### config.mk
export PLATFORM = sky130hd
export DESIGN_NAME = qdr_port_arbiter_flat
export DESIGN_NICKNAME = d
export VERILOG_FILES = /design/src/rtl/qdr_port_arbiter_pkg.sv /design/src/rtl/qdr_port_arbiter_if.sv /design/src/rtl/qdr_port_arbiter_tag_fifo.sv /design/src/rtl/qdr_port_arbiter.sv /design/src/flat_wrapper.sv
export SDC_FILE = /design/constraint.sdc
export NUM_CORES = 1
export LEC_CHECK = 0
export ABC_AREA = 1
export CAP_MARGIN = 5
export CORE_AREA = 5 5 402 404
export CTS_CLUSTER_DIAMETER = 30
export DETAILED_ROUTE_END_ITERATION = 12
export DIE_AREA = 0 0 407 409
export SYNTH_ARGS = -nofsm -noshare
export SYNTH_HDL_FRONTEND = slang
export SYNTH_SLANG_ARGS = --single-unit
export TNS_END_PERCENT = 1
### constraint.sdc
create_clock -name clk -period 7.3 [get_ports clk]
set_clock_uncertainty 0.15 [all_clocks]
set_input_delay 1.46 -clock clk [delete_from_list [all_inputs] [get_ports clk]]
set_output_delay 1.46 -clock clk [all_outputs]
set_load 0.1 [all_outputs]
### src/rtl/qdr_port_arbiter_pkg.sv
// Shared definitions for the two-port QDRII+ MIG arbiter: default widths,
// the requester port ID type and the round-robin pick helper.
package qdr_arb_pkg;

  localparam int DEF_ADDR_W    = 19;   // qdriip_sa burst address
  localparam int DEF_DATA_W    = 144;  // 4 beats x 36 bits
  localparam int DEF_BW_W      = 16;   // 4 beats x 4 byte-write enables
  localparam int DEF_TAG_DEPTH = 32;   // outstanding reads, power of two

  // Idle level of one active-low byte-write enable.
  localparam logic BW_N_IDLE = 1'b1;

  // Requester port ID: 0 = ETH0 path, 1 = ETH1 path.
  typedef logic port_id_t;

  // Round-robin pick: the pointer port wins if it requests, otherwise the other port.
  function automatic port_id_t rr_pick(input port_id_t ptr, input logic [1:0] valid);
    return valid[ptr] ? ptr : ~ptr;
  endfunction

endpackage

### src/rtl/qdr_port_arbiter_if.sv
// Requester-side bundle of the arbiter: per-port write, read and response
// channels. The arbiter uses the slave view, requesters the master view.
interface qdr_port_arbiter_if
  import qdr_arb_pkg::*;
#(
  parameter int ADDR_W = DEF_ADDR_W,
  parameter int DATA_W = DEF_DATA_W,
  parameter int BW_W   = DEF_BW_W
) ();

  logic [1:0]        wr_valid;
  logic [1:0]        wr_ready;
  logic [ADDR_W-1:0] wr_addr  [2];
  logic [DATA_W-1:0] wr_data  [2];
  logic [BW_W-1:0]   wr_bw_n  [2];

  logic [1:0]        rd_valid;
  logic [1:0]        rd_ready;
  logic [ADDR_W-1:0] rd_addr  [2];

  logic [1:0]        rsp_valid;
  logic [DATA_W-1:0] rsp_data [2];

  modport slave (
    input  wr_valid, wr_addr, wr_data, wr_bw_n, rd_valid, rd_addr,
    output wr_ready, rd_ready, rsp_valid, rsp_data
  );

  modport master (
    output wr_valid, wr_addr, wr_data, wr_bw_n, rd_valid, rd_addr,
    input  wr_ready, rd_ready, rsp_valid, rsp_data
  );

endinterface

### src/rtl/qdr_port_arbiter_tag_fifo.sv
// In-order FIFO of 1-bit port IDs, one entry per outstanding MIG read.
// Pointers carry one extra wrap bit so full and empty are distinguishable.
module qdr_tag_fifo
  import qdr_arb_pkg::*;
#(
  parameter  int DEPTH = DEF_TAG_DEPTH,
  localparam int PTR_W = $clog2(DEPTH) + 1
) (
  input  logic             clk,
  input  logic             rst_n,
  input  logic             i_push,
  input  port_id_t         i_push_id,
  input  logic             i_pop,
  output port_id_t         o_head_id,
  output logic [PTR_W-1:0] o_count,
  output logic             o_full,
  output logic             o_empty
);

  localparam int IDX_W = PTR_W - 1;

  port_id_t         r_mem [DEPTH];
  logic [PTR_W-1:0] r_wr_ptr;
  logic [PTR_W-1:0] r_rd_ptr;
  logic             w_push;
  logic             w_pop;

  assign w_push    = i_push & ~o_full;
  assign w_pop     = i_pop & ~o_empty;
  assign o_count   = r_wr_ptr - r_rd_ptr;
  assign o_empty   = (r_wr_ptr == r_rd_ptr);
  assign o_full    = (r_wr_ptr[IDX_W] != r_rd_ptr[IDX_W]) &&
                     (r_wr_ptr[IDX_W-1:0] == r_rd_ptr[IDX_W-1:0]);
  assign o_head_id = r_mem[r_rd_ptr[IDX_W-1:0]];

  // Tag storage write.
  // NOTE: the storage array has no reset; an entry is only read after it was
  // written, and the pointers (which are reset) define which entries are live.
  // NOTE: sequential state uses <= so every register samples pre-edge values.
  always_ff @(posedge clk) begin
    if (w_push) r_mem[r_wr_ptr[IDX_W-1:0]] <= i_push_id;
  end

  // Read/write pointers; wrap naturally through the extra MSB.
  always_ff @(posedge clk or negedge rst_n) begin
    if (!rst_n) begin
      r_wr_ptr <= '0;
      r_rd_ptr <= '0;
    end else begin
      if (w_push) r_wr_ptr <= r_wr_ptr + 1'b1;
      if (w_pop)  r_rd_ptr <= r_rd_ptr + 1'b1;
    end
  end

endmodule

### src/rtl/qdr_port_arbiter.sv
// Shares one QDRII+ MIG user interface (burst-4, slot 0) between two
// requesters. Write and read channels have independent round-robin arbiters;
// read responses are steered back to the issuing port through the tag FIFO.
module qdr_port_arbiter
  import qdr_arb_pkg::*;
#(
  parameter int ADDR_W    = DEF_ADDR_W,
  parameter int DATA_W    = DEF_DATA_W,
  parameter int BW_W      = DEF_BW_W,
  parameter int TAG_DEPTH = DEF_TAG_DEPTH
) (
  input  logic              clk,
  input  logic              sys_rst_n,
  input  logic              init_calib_complete,
  qdr_port_arbiter_if.slave port_if,
  output logic              app_wr_cmd0,
  output logic [ADDR_W-1:0] app_wr_addr0,
  output logic [DATA_W-1:0] app_wr_data0,
  output logic [BW_W-1:0]   app_wr_bw_n0,
  output logic              app_rd_cmd0,
  output logic [ADDR_W-1:0] app_rd_addr0,
  input  logic              app_rd_valid0,
  input  logic [DATA_W-1:0] app_rd_data0,
  output logic              tag_err
);

  localparam int               PTR_W     = $clog2(TAG_DEPTH) + 1;
  localparam logic [PTR_W-1:0] TAG_LIMIT = PTR_W'(TAG_DEPTH);

  port_id_t          r_wr_ptr, r_rd_ptr;
  logic              r_app_wr_cmd, r_app_rd_cmd, r_tag_err;
  logic [ADDR_W-1:0] r_app_wr_addr, r_app_rd_addr;
  logic [DATA_W-1:0] r_app_wr_data;
  logic [BW_W-1:0]   r_app_wr_bw_n;
  logic [1:0]        r_rsp_valid;
  logic [DATA_W-1:0] r_rsp_data [2];

  port_id_t          w_wr_gnt, w_rd_gnt, w_tag_head;
  logic              w_wr_acc, w_rd_acc, w_rd_room, w_rsp_pop;
  logic [1:0]        w_wr_ready, w_rd_ready;
  logic [PTR_W-1:0]  w_tag_count;
  logic              w_tag_full, w_tag_empty;

  // Read room uses the count before any same-cycle pop: no pop-to-push bypass.
  assign w_rd_room = (w_tag_count < TAG_LIMIT);
  assign w_rsp_pop = app_rd_valid0 & ~w_tag_empty;

  // Round-robin grant and accept for both channels, gated by calibration.
  // NOTE: every always_comb output gets a default first so no path can leave it
  // unassigned and infer a latch.
  always_comb begin
    w_wr_ready = '0;
    w_rd_ready = '0;
    w_wr_gnt   = rr_pick(r_wr_ptr, port_if.wr_valid);
    w_rd_gnt   = rr_pick(r_rd_ptr, port_if.rd_valid);
    w_wr_acc   = init_calib_complete & port_if.wr_valid[w_wr_gnt];
    w_rd_acc   = init_calib_complete & port_if.rd_valid[w_rd_gnt] & w_rd_room;
    w_wr_ready[w_wr_gnt] = w_wr_acc;
    w_rd_ready[w_rd_gnt] = w_rd_acc;
  end

  // Write channel: pointer advance and the registered MIG write command.
  always_ff @(posedge clk or negedge sys_rst_n) begin
    if (!sys_rst_n) begin
      r_wr_ptr      <= 1'b0;
      r_app_wr_cmd  <= 1'b0;
      r_app_wr_addr <= '0;
      r_app_wr_data <= '0;
      r_app_wr_bw_n <= {BW_W{BW_N_IDLE}};
    end else begin
      r_app_wr_cmd <= w_wr_acc;
      if (w_wr_acc) begin
        r_wr_ptr      <= ~w_wr_gnt;
        r_app_wr_addr <= port_if.wr_addr[w_wr_gnt];
        r_app_wr_data <= port_if.wr_data[w_wr_gnt];
        r_app_wr_bw_n <= port_if.wr_bw_n[w_wr_gnt];
      end
    end
  end

  // Read channel: pointer advance and the registered MIG read command.
  always_ff @(posedge clk or negedge sys_rst_n) begin
    if (!sys_rst_n) begin
      r_rd_ptr      <= 1'b0;
      r_app_rd_cmd  <= 1'b0;
      r_app_rd_addr <= '0;
    end else begin
      r_app_rd_cmd <= w_rd_acc;
      if (w_rd_acc) begin
        r_rd_ptr      <= ~w_rd_gnt;
        r_app_rd_addr <= port_if.rd_addr[w_rd_gnt];
      end
    end
  end

  // Response steering to the head-tag port; orphan read data sets tag_err.
  always_ff @(posedge clk or negedge sys_rst_n) begin
    if (!sys_rst_n) begin
      r_rsp_valid   <= '0;
      r_rsp_data[0] <= '0;
      r_rsp_data[1] <= '0;
      r_tag_err     <= 1'b0;
    end else begin
      r_rsp_valid <= '0;
      if (w_rsp_pop) begin
        r_rsp_valid[w_tag_head] <= 1'b1;
        r_rsp_data[w_tag_head]  <= app_rd_data0;
      end
      if (app_rd_valid0 && w_tag_empty) r_tag_err <= 1'b1;
    end
  end

  qdr_tag_fifo #(.DEPTH(TAG_DEPTH)) u_tag_fifo (
    .clk       (clk),
    .rst_n     (sys_rst_n),
    .i_push    (w_rd_acc),
    .i_push_id (w_rd_gnt),
    .i_pop     (w_rsp_pop),
    .o_head_id (w_tag_head),
    .o_count   (w_tag_count),
    .o_full    (w_tag_full),
    .o_empty   (w_tag_empty)
  );

  // The FIFO's full flag and its count must always tell the same story.
  a_full_matches_count: assert property (@(posedge clk) disable iff (!sys_rst_n)
    w_tag_full == (w_tag_count == TAG_LIMIT));

  assign port_if.wr_ready    = w_wr_ready;
  assign port_if.rd_ready    = w_rd_ready;
  assign port_if.rsp_valid   = r_rsp_valid;
  assign port_if.rsp_data[0] = r_rsp_data[0];
  assign port_if.rsp_data[1] = r_rsp_data[1];
  assign app_wr_cmd0         = r_app_wr_cmd;
  assign app_wr_addr0        = r_app_wr_addr;
  assign app_wr_data0        = r_app_wr_data;
  assign app_wr_bw_n0        = r_app_wr_bw_n;
  assign app_rd_cmd0         = r_app_rd_cmd;
  assign app_rd_addr0        = r_app_rd_addr;
  assign tag_err             = r_tag_err;

endmodule

### src/flat_wrapper.sv
// flat-port wrapper written by rule: the top's interface ports become plain ports
module qdr_port_arbiter_flat import qdr_arb_pkg::*;
#(
  parameter int ADDR_W    = DEF_ADDR_W,
  parameter int DATA_W    = DEF_DATA_W,
  parameter int BW_W      = DEF_BW_W,
  parameter int TAG_DEPTH = DEF_TAG_DEPTH
)
  (clk, sys_rst_n, init_calib_complete, app_wr_cmd0, app_wr_addr0, app_wr_data0, app_wr_bw_n0, app_rd_cmd0, app_rd_addr0, app_rd_valid0, app_rd_data0, tag_err, port_if_wr_valid, port_if_wr_addr, port_if_wr_data, port_if_wr_bw_n, port_if_rd_valid, port_if_rd_addr, port_if_wr_ready, port_if_rd_ready, port_if_rsp_valid, port_if_rsp_data);
  qdr_port_arbiter_if #(.ADDR_W(ADDR_W), .DATA_W(DATA_W), .BW_W(BW_W)) port_if_i ();
  input  logic clk;
  input  logic sys_rst_n;
  input  logic init_calib_complete;
  output logic app_wr_cmd0;
  output logic [ADDR_W-1:0] app_wr_addr0;
  output logic [DATA_W-1:0] app_wr_data0;
  output logic [BW_W-1:0] app_wr_bw_n0;
  output logic app_rd_cmd0;
  output logic [ADDR_W-1:0] app_rd_addr0;
  input  logic app_rd_valid0;
  input  logic [DATA_W-1:0] app_rd_data0;
  output logic tag_err;
  input wire logic [$bits(port_if_i.wr_valid)-1:0] port_if_wr_valid;
  input wire logic [$bits(port_if_i.wr_addr)-1:0] port_if_wr_addr;
  input wire logic [$bits(port_if_i.wr_data)-1:0] port_if_wr_data;
  input wire logic [$bits(port_if_i.wr_bw_n)-1:0] port_if_wr_bw_n;
  input wire logic [$bits(port_if_i.rd_valid)-1:0] port_if_rd_valid;
  input wire logic [$bits(port_if_i.rd_addr)-1:0] port_if_rd_addr;
  output wire logic [$bits(port_if_i.wr_ready)-1:0] port_if_wr_ready;
  output wire logic [$bits(port_if_i.rd_ready)-1:0] port_if_rd_ready;
  output wire logic [$bits(port_if_i.rsp_valid)-1:0] port_if_rsp_valid;
  output wire logic [$bits(port_if_i.rsp_data)-1:0] port_if_rsp_data;
  assign port_if_i.wr_valid = port_if_wr_valid;
  assign port_if_i.wr_addr = {>>{port_if_wr_addr}};
  assign port_if_i.wr_data = {>>{port_if_wr_data}};
  assign port_if_i.wr_bw_n = {>>{port_if_wr_bw_n}};
  assign port_if_i.rd_valid = port_if_rd_valid;
  assign port_if_i.rd_addr = {>>{port_if_rd_addr}};
  assign port_if_wr_ready = port_if_i.wr_ready;
  assign port_if_rd_ready = port_if_i.rd_ready;
  assign port_if_rsp_valid = port_if_i.rsp_valid;
  assign port_if_rsp_data = {>>{port_if_i.rsp_data}};
  qdr_port_arbiter #(.ADDR_W(ADDR_W), .DATA_W(DATA_W), .BW_W(BW_W), .TAG_DEPTH(TAG_DEPTH)) u_core (.clk(clk), .sys_rst_n(sys_rst_n), .init_calib_complete(init_calib_complete), .port_if(port_if_i), .app_wr_cmd0(app_wr_cmd0), .app_wr_addr0(app_wr_addr0), .app_wr_data0(app_wr_data0), .app_wr_bw_n0(app_wr_bw_n0), .app_rd_cmd0(app_rd_cmd0), .app_rd_addr0(app_rd_addr0), .app_rd_valid0(app_rd_valid0), .app_rd_data0(app_rd_data0), .tag_err(tag_err));
endmodule
; ---- Word level (Yosys, flattened, before mapping)
; Memories as Yosys holds them, arrays and structs flattened.
; Cells that the tools add are included.
[classes]
n_eq_ne = 3
n_reduce_logical = 6
magnitude_cmp = 13
muxes = 34
addsub = 3
n_bitwise = 17
[op_table]
columns = op, count
row1 = two-way mux 144 bit, 4
row2 = bitwise mux 288 bit, 1
row3 = demux 144 bit (select 1 bit), 1
row4 = two-way mux 19 bit, 6
row5 = two-way mux 16 bit, 3
row6 = two-way mux 1 bit, 15
row7 = adder 6 x 1 -> 6 bit (second input constant), 2
row8 = less-than comparator 1 x 2 -> 1 bit (second input constant), 5
row9 = bitwise AND 1 bit, 6
row10 = equality test 6 bit, 1
row11 = greater-or-equal comparator 2 bit (second input constant), 3
row12 = logical AND 1 bit, 6
row13 = less-than comparator 6 bit (second input constant), 1
row14 = inverter 1 bit, 6
row15 = inverter 1 -> 2 bit, 3
row16 = subtractor 6 bit, 1
row17 = equality test 5 bit, 1
row18 = bitwise AND 2 bit, 2
row19 = demux 1 bit (select 1 bit), 3
row20 = greater-or-equal comparator 1 bit (second input constant), 3
row21 = less-than comparator 2 x 1 -> 1 bit (second input constant), 1
row22 = two-way mux 2 bit, 1
row23 = inequality test 1 bit, 1
[word_totals]
elab_cells = 91
reg_bits = 505
output_inout_bits = 495
ram_bits = 32
memories = 1
input_bits = 548
[mem_list]
columns = memory, words, word_bits, rd, rd_ports_with_merged_regs, wr, line
row1 = u_core.u_tag_fifo.r_mem, 32, 1, 1, 0, 1, qdr_port_arbiter_tag_fifo.sv:22  ; port_id_t r_mem [DEPTH];

; ---- Logic depth before layout (Yosys ltp)
; Gate-level depths: netlist of the first run.
[logic_depth]
depth_word = 10
depth_mapped = 15
ltp_nobuf = 12

; ---- Hierarchy
; A second synthesis of the first run with hierarchy kept.
[hier_totals]
hier_cells = 2902
area_unflattened_um2 = 23844.1
[modules_own_cells]
columns = mod, cells_per_inst, area_each_um2, instances, seq_area_each_um2
row1 = qdr_port_arbiter, 2627, 21415.5, 1, 12356.9
row2 = qdr_tag_fifo, 275, 2428.6, 1, 1261.2

; ---- Worst setup path after synthesis of the first run
; Ideal clock, no wire load.
[synth_timing]
kind = input to output
from = input port_if_rd_valid[0]
to = output port_if_rd_ready[0]
cell_stages = 4
slack_ps = 2249
arrival_ps = 3441
n_path_buf = 1
t_required_ps = 5690
path_cell_list = or2_2 nand2_1 buf_1 nor2_1
[synth_via]
elab_chain_len = 8
elab_cells_between_ends = 13
cone_classes = order compare: 2 / mux: 7 / bitwise: 3 / reduce/logical: 1
[synth_rtl]
columns = element, line
row1 = "start, declared", flat_wrapper.sv:27  ; input wire logic [$bits(port_if_i.rd_valid)-1:0] port_if_rd_valid;
row2 = two-way mux 1 bit (implied by the code) * (2 in a row), qdr_port_arbiter_pkg.sv:18  ; return valid[ptr] ? ptr : ~ptr;
row3 = two-way mux 1 bit *, qdr_port_arbiter_pkg.sv:18
row4 = via u_core.u_tag_fifo.i_push_id, qdr_port_arbiter_tag_fifo.sv:12  ; input port_id_t i_push_id,
row5 = less-than comparator 1 x 2 -> 1 bit (implied by the code) (tied with other cells), qdr_port_arbiter.sv:59  ; w_rd_ready[w_rd_gnt] = w_rd_acc;
row6 = logical AND 1 bit (implied by the code) or two-way mux 1 bit (tied branches), "qdr_port_arbiter.sv:59, qdr_port_arbiter.sv:57"
row7 = two-way mux 1 bit (implied by the code) or bitwise AND 1 bit (tied branches), "qdr_port_arbiter.sv:59, qdr_port_arbiter.sv:57"
row8 = demux 1 bit (select 1 bit) or bitwise AND 1 bit (tied branches), --
row9 = bitwise AND 2 bit (no source line) *, --
row10 = "end, declared", flat_wrapper.sv:30  ; output wire logic [$bits(port_if_i.rd_ready)-1:0] port_if_rd_ready;
; Mark *: on every way through the listed nets, which the timed path passes. The rest lies on a longest branch. The select of a mux whose other input is x is not followed.

; ---- Final worst setup path of the first run
[layout_timing]
from = register u_core.u_tag_fifo.r_rd_ptr[1]
to = output port_if_rd_ready[0]
[layout_via]
elab_chain_len = 4
[layout_rtl]
columns = element, line
row1 = "start, declared", qdr_port_arbiter_tag_fifo.sv:24  ; logic [PTR_W-1:0] r_rd_ptr;
row2 = "start signal, assigned", qdr_port_arbiter_tag_fifo.sv:51  ; if (w_pop) r_rd_ptr <= r_rd_ptr + 1'b1;
row3 = subtractor 6 bit, qdr_port_arbiter_tag_fifo.sv:30  ; assign o_count = r_wr_ptr - r_rd_ptr;
row4 = less-than comparator 6 bit, qdr_port_arbiter.sv:45  ; assign w_rd_room = (w_tag_count < TAG_LIMIT);
row5 = bitwise AND 1 bit, qdr_port_arbiter.sv:57  ; w_rd_acc = init_calib_complete & port_if.rd_valid[w_rd_gnt] & w_rd_room;
row6 = bitwise AND 2 bit (no source line), --
; Every way passes these cells.

==> impl_results.md, run 1 <==
* Status: finished clean
* DR vias at between 20,000 and 25,000
* Area share of the largest cell type after synthesis at 0.535
* Crit Path Class: register to primary output
* Core Area at roughly 160,000 µm²
* Synth unique cells at 26
* Number of synthesized flops with an enable pin at 32
* Reg clk slew, reported paths at 0.05 ns
* Die height at ~410 µm
* DR DRC count at 0
* Mapped Area at 22,900 µm²
* Critical Path Most Common Cell: nand2_1
* Seq/Total Area, Yosys at 0.596
* Starting DRT DRC Count at about 2,100
* FP Rows at 146
* CP cell instances: inv_2 -> ha_1 -> nand2_1 -> nor2_1 -> nand2_1 -> nand3_1 -> nand2_1 -> nand2_1 -> nand2_1 -> nor2_1 -> clkdlybuf4s50_1
* H-tree levels at 4
* Vias in the first global route at approximately 24,000
* Yosys top cell by area: dfrtp_1
* Flop and latch count out of synthesis at about 540
* Post-route ant nets at 0
* Total track usage at 0.163
* Clock latency at the later pin of the worst-skew pair at between 0.7 and 0.8 ns
* Total grt overflow at 0
* # Post-CTS Setup Buffers at 0
* P&R area growth vs syn at 78.6%
* Minimum clock period at 5.48 ns
* Max Slew Vio Count at 0
* Max-slew headroom at 0.168
* Total CTS buffers at between 150 and 200
* Post-synth top flop: dfrtp_1
* Max-Cap Viols at 0
* Initial antenna violation count at 55
* Vias per cell at approximately 4
* Placed wire-length estimate at approximately 110 mm
* Die width at between 400 and 500 µm
* WP data required at between 5 and 6 ns
* Slew @ Worst Pin at 1.24 ns
* Mapped Nets at around 3,200
* Worst-case clock buffer depth at 3
* Port bufs at between 1,000 and 1,500
* Count leader, synth: nand2_1
* Tcrit/Tclk final at 0.751
* Ports at about 1,000
* Nature of the critical path endpoint: primary output
* Clock Tree Root: clkbuf_16
* Drt total wl at 142 mm
* Largest net degree at the start of global routing at 173
* Commonest cells post-synth: 1,327 x nand2_1, 489 x dfrtp_1, 351 x nand3_1
* Startpoint types: register
* Setup tns final at 0 ns
* RSZ-0062 raised after global routing: false
* Mean Syn Cell Area at about 8.5 µm²
* Hold-fix buffers, CTS at 0
* Warnings from Yosys at 0
* Crit path max-delay cell type: clkdlybuf4s50_1
* Arrival time at the worst endpoint at a little under 4 ns
* Hold Fails Final Rpt at 0
* Top cells by area, synth: dfrtp_1 54%, nand2_1 22%, nand3_1 7.7%, edfxtp_1 4.2%, nand4_1 4.0%
* Initial Util at 0.145
* DIE AREA at around 170,000 µm²
* First-pass GRT wire length at 190 mm
* HP Class: register to register
* Fin nets at around 4,300
* Post_cts resized at 0
* First drt pass iteration count at 5
* Final setup viols at 0
* Share of layout cells above drive strength 1 at 0.101
* Core Util, Final at 0.259
* Fraction of registers with async set/reset at 0.940
* Syn Inst Count at around 2,700
* Fmax at roughly 180 MHz
* Clock Sink Count at between 500 and 600
* CP max stage delay at 1.15 ns
* Routed WL per cell at around 24 µm
* Gp weighted congestion at around 0.92
* Largest fanout on the critical path at 11
* CTS tree: built
## stage by stage
step                area (µm²)  instances  hold WS [ns]  setup slack [ns]
detailed placement       35200       5640         0.306              1.98
CTS                      40800       5930         0.315              1.71
global placement         35200       5640         0.302              1.99
global route             40800       5943         0.321              1.51
floorplan                22900       2689         0.317              2.25
finish                   40800       5945         0.311              1.82
## registers in the layout, summed over array words and instances (netlist names)
name / count
u_core.app_rd_addr0: 19
u_core.app_wr_bw_n0: 16
u_core.u_tag_fifo.r_wr_ptr: 6
u_core.tag_err: 1
u_core.port_if.rsp_valid: 2
u_core.app_wr_addr0: 19
u_core.app_wr_cmd0: 1
u_core.u_tag_fifo.r_rd_ptr: 6
u_core.port_if.rsp_data: 288
u_core.r_rd_ptr: 1
u_core.app_rd_cmd0: 1
u_core.r_wr_ptr: 1
u_core.app_wr_data0: 144
u_core.u_tag_fifo.r_mem: 32
## path summary, 6_finish.rpt
kind                                                     from                           end  slack [ns]  depth (start not counted)
worst max register to register  u_core.u_tag_fifo.r_rd_ptr[1]   u_core.port_if.rsp_data[85]        3.05                         11
worst min-delay path             u_core.port_if.rsp_data[153]  u_core.port_if.rsp_data[153]        0.31                          2
worst min register to register   u_core.port_if.rsp_data[153]  u_core.port_if.rsp_data[153]        0.31                          2
max in group asynchronous                           sys_rst_n   u_core.port_if.rsp_data[81]        4.80                          2
worst max-delay path            u_core.u_tag_fifo.r_rd_ptr[1]           port_if_rd_ready[0]        1.82                         11
min in group asynchronous                           sys_rst_n   u_core.port_if.rsp_valid[0]        0.61                          1
## worst max-delay path: cells and delay by family, from the launching register on
kind / cells / cell delay (ns)
buffers and inverters: 2 / 1.35
AND/OR/NAND/NOR: 8 / 0.82
flip-flops: 1 / 0.60
adder cells (fa/ha/maj): 1 / 0.32
## layout by cell type (no fill, tap or decap), drive strengths merged
cell type	count
diode	15
xor2	8
a41o	1
a21oi	4
nor4	1
buf	95
clkinv	41
nor3	4
nand4	146
dfrtp	489
dfstp	16
o21ai	10
nand3	351
ha	10
or2	1
clkdlybuf4s50	973
a21o	1
clkbuf	218
o211ai	1
nor2	48
xnor2	2
bufinv	14
clkinvlp	12
nand2	1329
edfxtp	32
inv	51
## cells by family after synthesis
family                     share of synthesized area
AOI/OAI and AO/OA                            0.00416
xor gates and xnor gates                     0.00383
adders and majority gates                    0.00547
buffers and inverters                         0.0464
DFF                                            0.596
and+or+nand+nor                                0.344
## routing by layer
layer  vias to the layer above  wire, µm  share of wire  global-route usage
met5                         -        27        0.00019                   0
met4                         4      5220          0.037              0.0666
met3                       252     16300           0.11              0.0782
met2                      1160     66800           0.47               0.261
met1                     11800     53300           0.38               0.186
li1                      10800         -              -                   -
## final cells by class
type                    instances  area, µm²
multi-input cells            1917       8250
clock inverters                72       1050
flip-flops and latches        537      13600
repair buffers               1068      10500
clock buffers                 218       4570
well taps                    2072       2590
fillers                     17000     117000
diodes                         15       37.5
inverters                      46        190
Power of run 1 is left out: the tool's default activity adds up to more than one toggle a clock period on the data nets, which glitch-free logic cannot reach.
==> run 2: changes to the inputs <==
CORE_AREA = 5 5 400 402   (was 5 5 402 404)
DIE_AREA = 0 0 405 407   (was 0 0 407 409)
clock period = 4.9 ns   (was 7.3 ns; I/O delays follow)
==> run 2 against run 1 <==
Register-to-register slack worse by 1.7 ns; wire length shrank 3.6%; cell area is essentially flat; cell count shrank 0.15%; first-iteration DRC count up 13%; worst hold slack got worse by 0.25 ns; global-route usage shrank 0.59 points; core utilization rose by 0.29 points; worst setup slack got worse by 1.5 ns.
==> impl_results.md, run 2 (synthesized netlist as in run 1, its figures left out) <==
* Status: finished clean
* FP Rows at ~150
* Minimum clock period at between 4 and 5 ns
* FF/Latch Area at about 14,000 µm²
* Footprint of the multi-input gates at 8250 µm²
* Vias in the first global route at 23,900
* Max-slew headroom at 0.142
* Worst-case clock buffer depth at 3
* Critical Path Most Common Cell: nand2_1
* CP max stage delay at approximately 0.50 ns
* Fmax at 220 MHz
* Crit Path Class: register to primary output
* Gp weighted congestion at between 0.9 and 1
* Clock latency at the later pin of the worst-skew pair at around 0.75 ns
* First drt pass iteration count at 7
* Port bufs at ~1,000
* First-pass GRT wire length at roughly 180 mm
* Crit path max-delay cell type: dfrtp_2
* Post-route ant nets at 0
* Largest net degree at the start of global routing at 150
* HP Class: primary input to async pin
* Reg clk slew, reported paths at around 0.040 ns
* Routed WL per cell at about 23 µm
* Clock Tree Root: clkbuf_16
* Largest fanout on the critical path at 11
* Most common cell after layout, fill and taps aside: nand2_1
* Fin nets at between 4,000 and 5,000
* Final setup viols at 0
* Drt total wl at 137 mm
* DIE AREA at approximately 160,000 µm²
* Max-Cap Viols at 0
* Total track usage at 0.157
* Max Slew Vio Count at 0
* Share of layout cells above drive strength 1 at 0.0991
* Hold Fails Final Rpt at 0
* Die width at 405 µm
* CTS tree: built
* Total CTS buffers at 150
* Largest register FFs at approximately 290
* RSZ-0062 raised after global routing: false
* Starting DRT DRC Count at 2,424
* DR vias at approximately 24,000
* Slew @ Worst Pin at about 1.3 ns
* FILL cells at approximately 17,000
* Initial antenna violation count at between 60 and 70
* Initial Util at 0.147
* Ports at around 1,000
* Core Area at between 150,000 and 200,000 µm²
* Total grt overflow at 0
* P&R area growth vs syn at 78.6%
* WP data required at roughly 3.8 ns
* Clock Sink Count at about 540
* CP cell instances: inv_2 -> ha_1 -> nand2_1 -> nor2_1 -> nand2_1 -> nand3_1 -> nand2_1 -> nand2_1 -> nand2_1 -> nor2_2 -> buf_4
* Nature of the critical path endpoint: primary output
* Most frequent cells in the layout: 1,325 x nand2_1, 978 x clkdlybuf4s50_1, 488 x dfrtp_1, 350 x nand3_1, 151 x clkbuf_16
* Die height at just over 400 µm
* Vias per cell at 4.08
* H-tree levels at 4
* Placed wire-length estimate at around 100 mm
* DR DRC count at 0
* Tcrit/Tclk final at 0.926
* Arrival time at the worst endpoint at about 3.4 ns
* Setup tns final at 0 ns
* Startpoint types: register
## run 2: cell types whose count changed in the layout (fill, tap and decap cells not counted), sizes merged
cell,delta
buf,+9
bufinv,+1
clkbuf,-10
clkdlybuf4s50,+5
clkinv,-9
clkinvlp,-4
diode,+9
inv,+4
## run 2: stage by stage
| step | worst slack (ns) | utilization | cell area, µm² | hold WS, ns | cells |
|---|---|---|---|---|---|
| detailed placement | 0.676 | 0.228 | 35500 | 0.307 | 5640 |
| floorplan | 0.809 | - | 22900 | 0.317 | 2689 |
| finish | 0.362 | 0.262 | 40800 | 0.0597 | 5936 |
| global route | 0.152 | 0.262 | 40800 | 0.0611 | 5926 |
| global placement | 0.601 | 0.228 | 35500 | 0.302 | 5640 |
| CTS | 0.0209 | 0.262 | 40800 | 0.0311 | 5912 |
## run 2: timing repair
| item | 4_1_cts | 5_1_grt |
|---|---|---|
| endpoints found under the hold margin | 0 | 0 |
| setup endpoints to repair | 0 | 1 |
| setup buffers | 0 | 0 |
| resized for setup | 0 | 2 |
| hold buffers | 0 | 0 |
## run 2: final cells by class
type,count,share of cell area
clock buffers,208,0.106
clock inverters,64,0.0243
repair buffers,1082,0.265
flip-flops and latches,537,0.334
well taps,2058,0.0631
inverters,46,0.00466
multi-input cells,1917,0.202
diodes,24,0.00147
## run 2: metal layers
layer,vias to the layer above,GRT usage,part of all wire
met5,-,0,0.00034
met4,8,0.0777,0.047
met3,310,0.0842,0.13
met2,1318,0.245,0.46
met1,11700,0.175,0.36
li1,10800,-,-
## run 2: worst max-delay path: cells and delay by family (launching register included)
kind                       cells  cell delay [ns]
and+or+nand+nor                8             1.31
buffers and inverters          2             0.52
DFF                            1             0.50
adders and majority gates      1             0.31
## run 2: path summary, 6_finish.rpt
kind / from / end / slack, ns / depth (start not counted)
min in group clk: u_core.tag_err / u_core.tag_err / 0.31 / 1
max: u_core.u_tag_fifo.r_rd_ptr[1] / port_if_rd_ready[0] / 0.36 / 11
max in group asynchronous: sys_rst_n / u_core.port_if.rsp_data[199] / 3.32 / 2
min reg2reg: u_core.tag_err / u_core.tag_err / 0.31 / 1
min: sys_rst_n / u_core.port_if.rsp_valid[0] / 0.06 / 1
max reg2reg: u_core.u_tag_fifo.r_rd_ptr[1] / u_core.port_if.rsp_data[192] / 1.34 / 11
Power of run 2 is left out for the same reason.
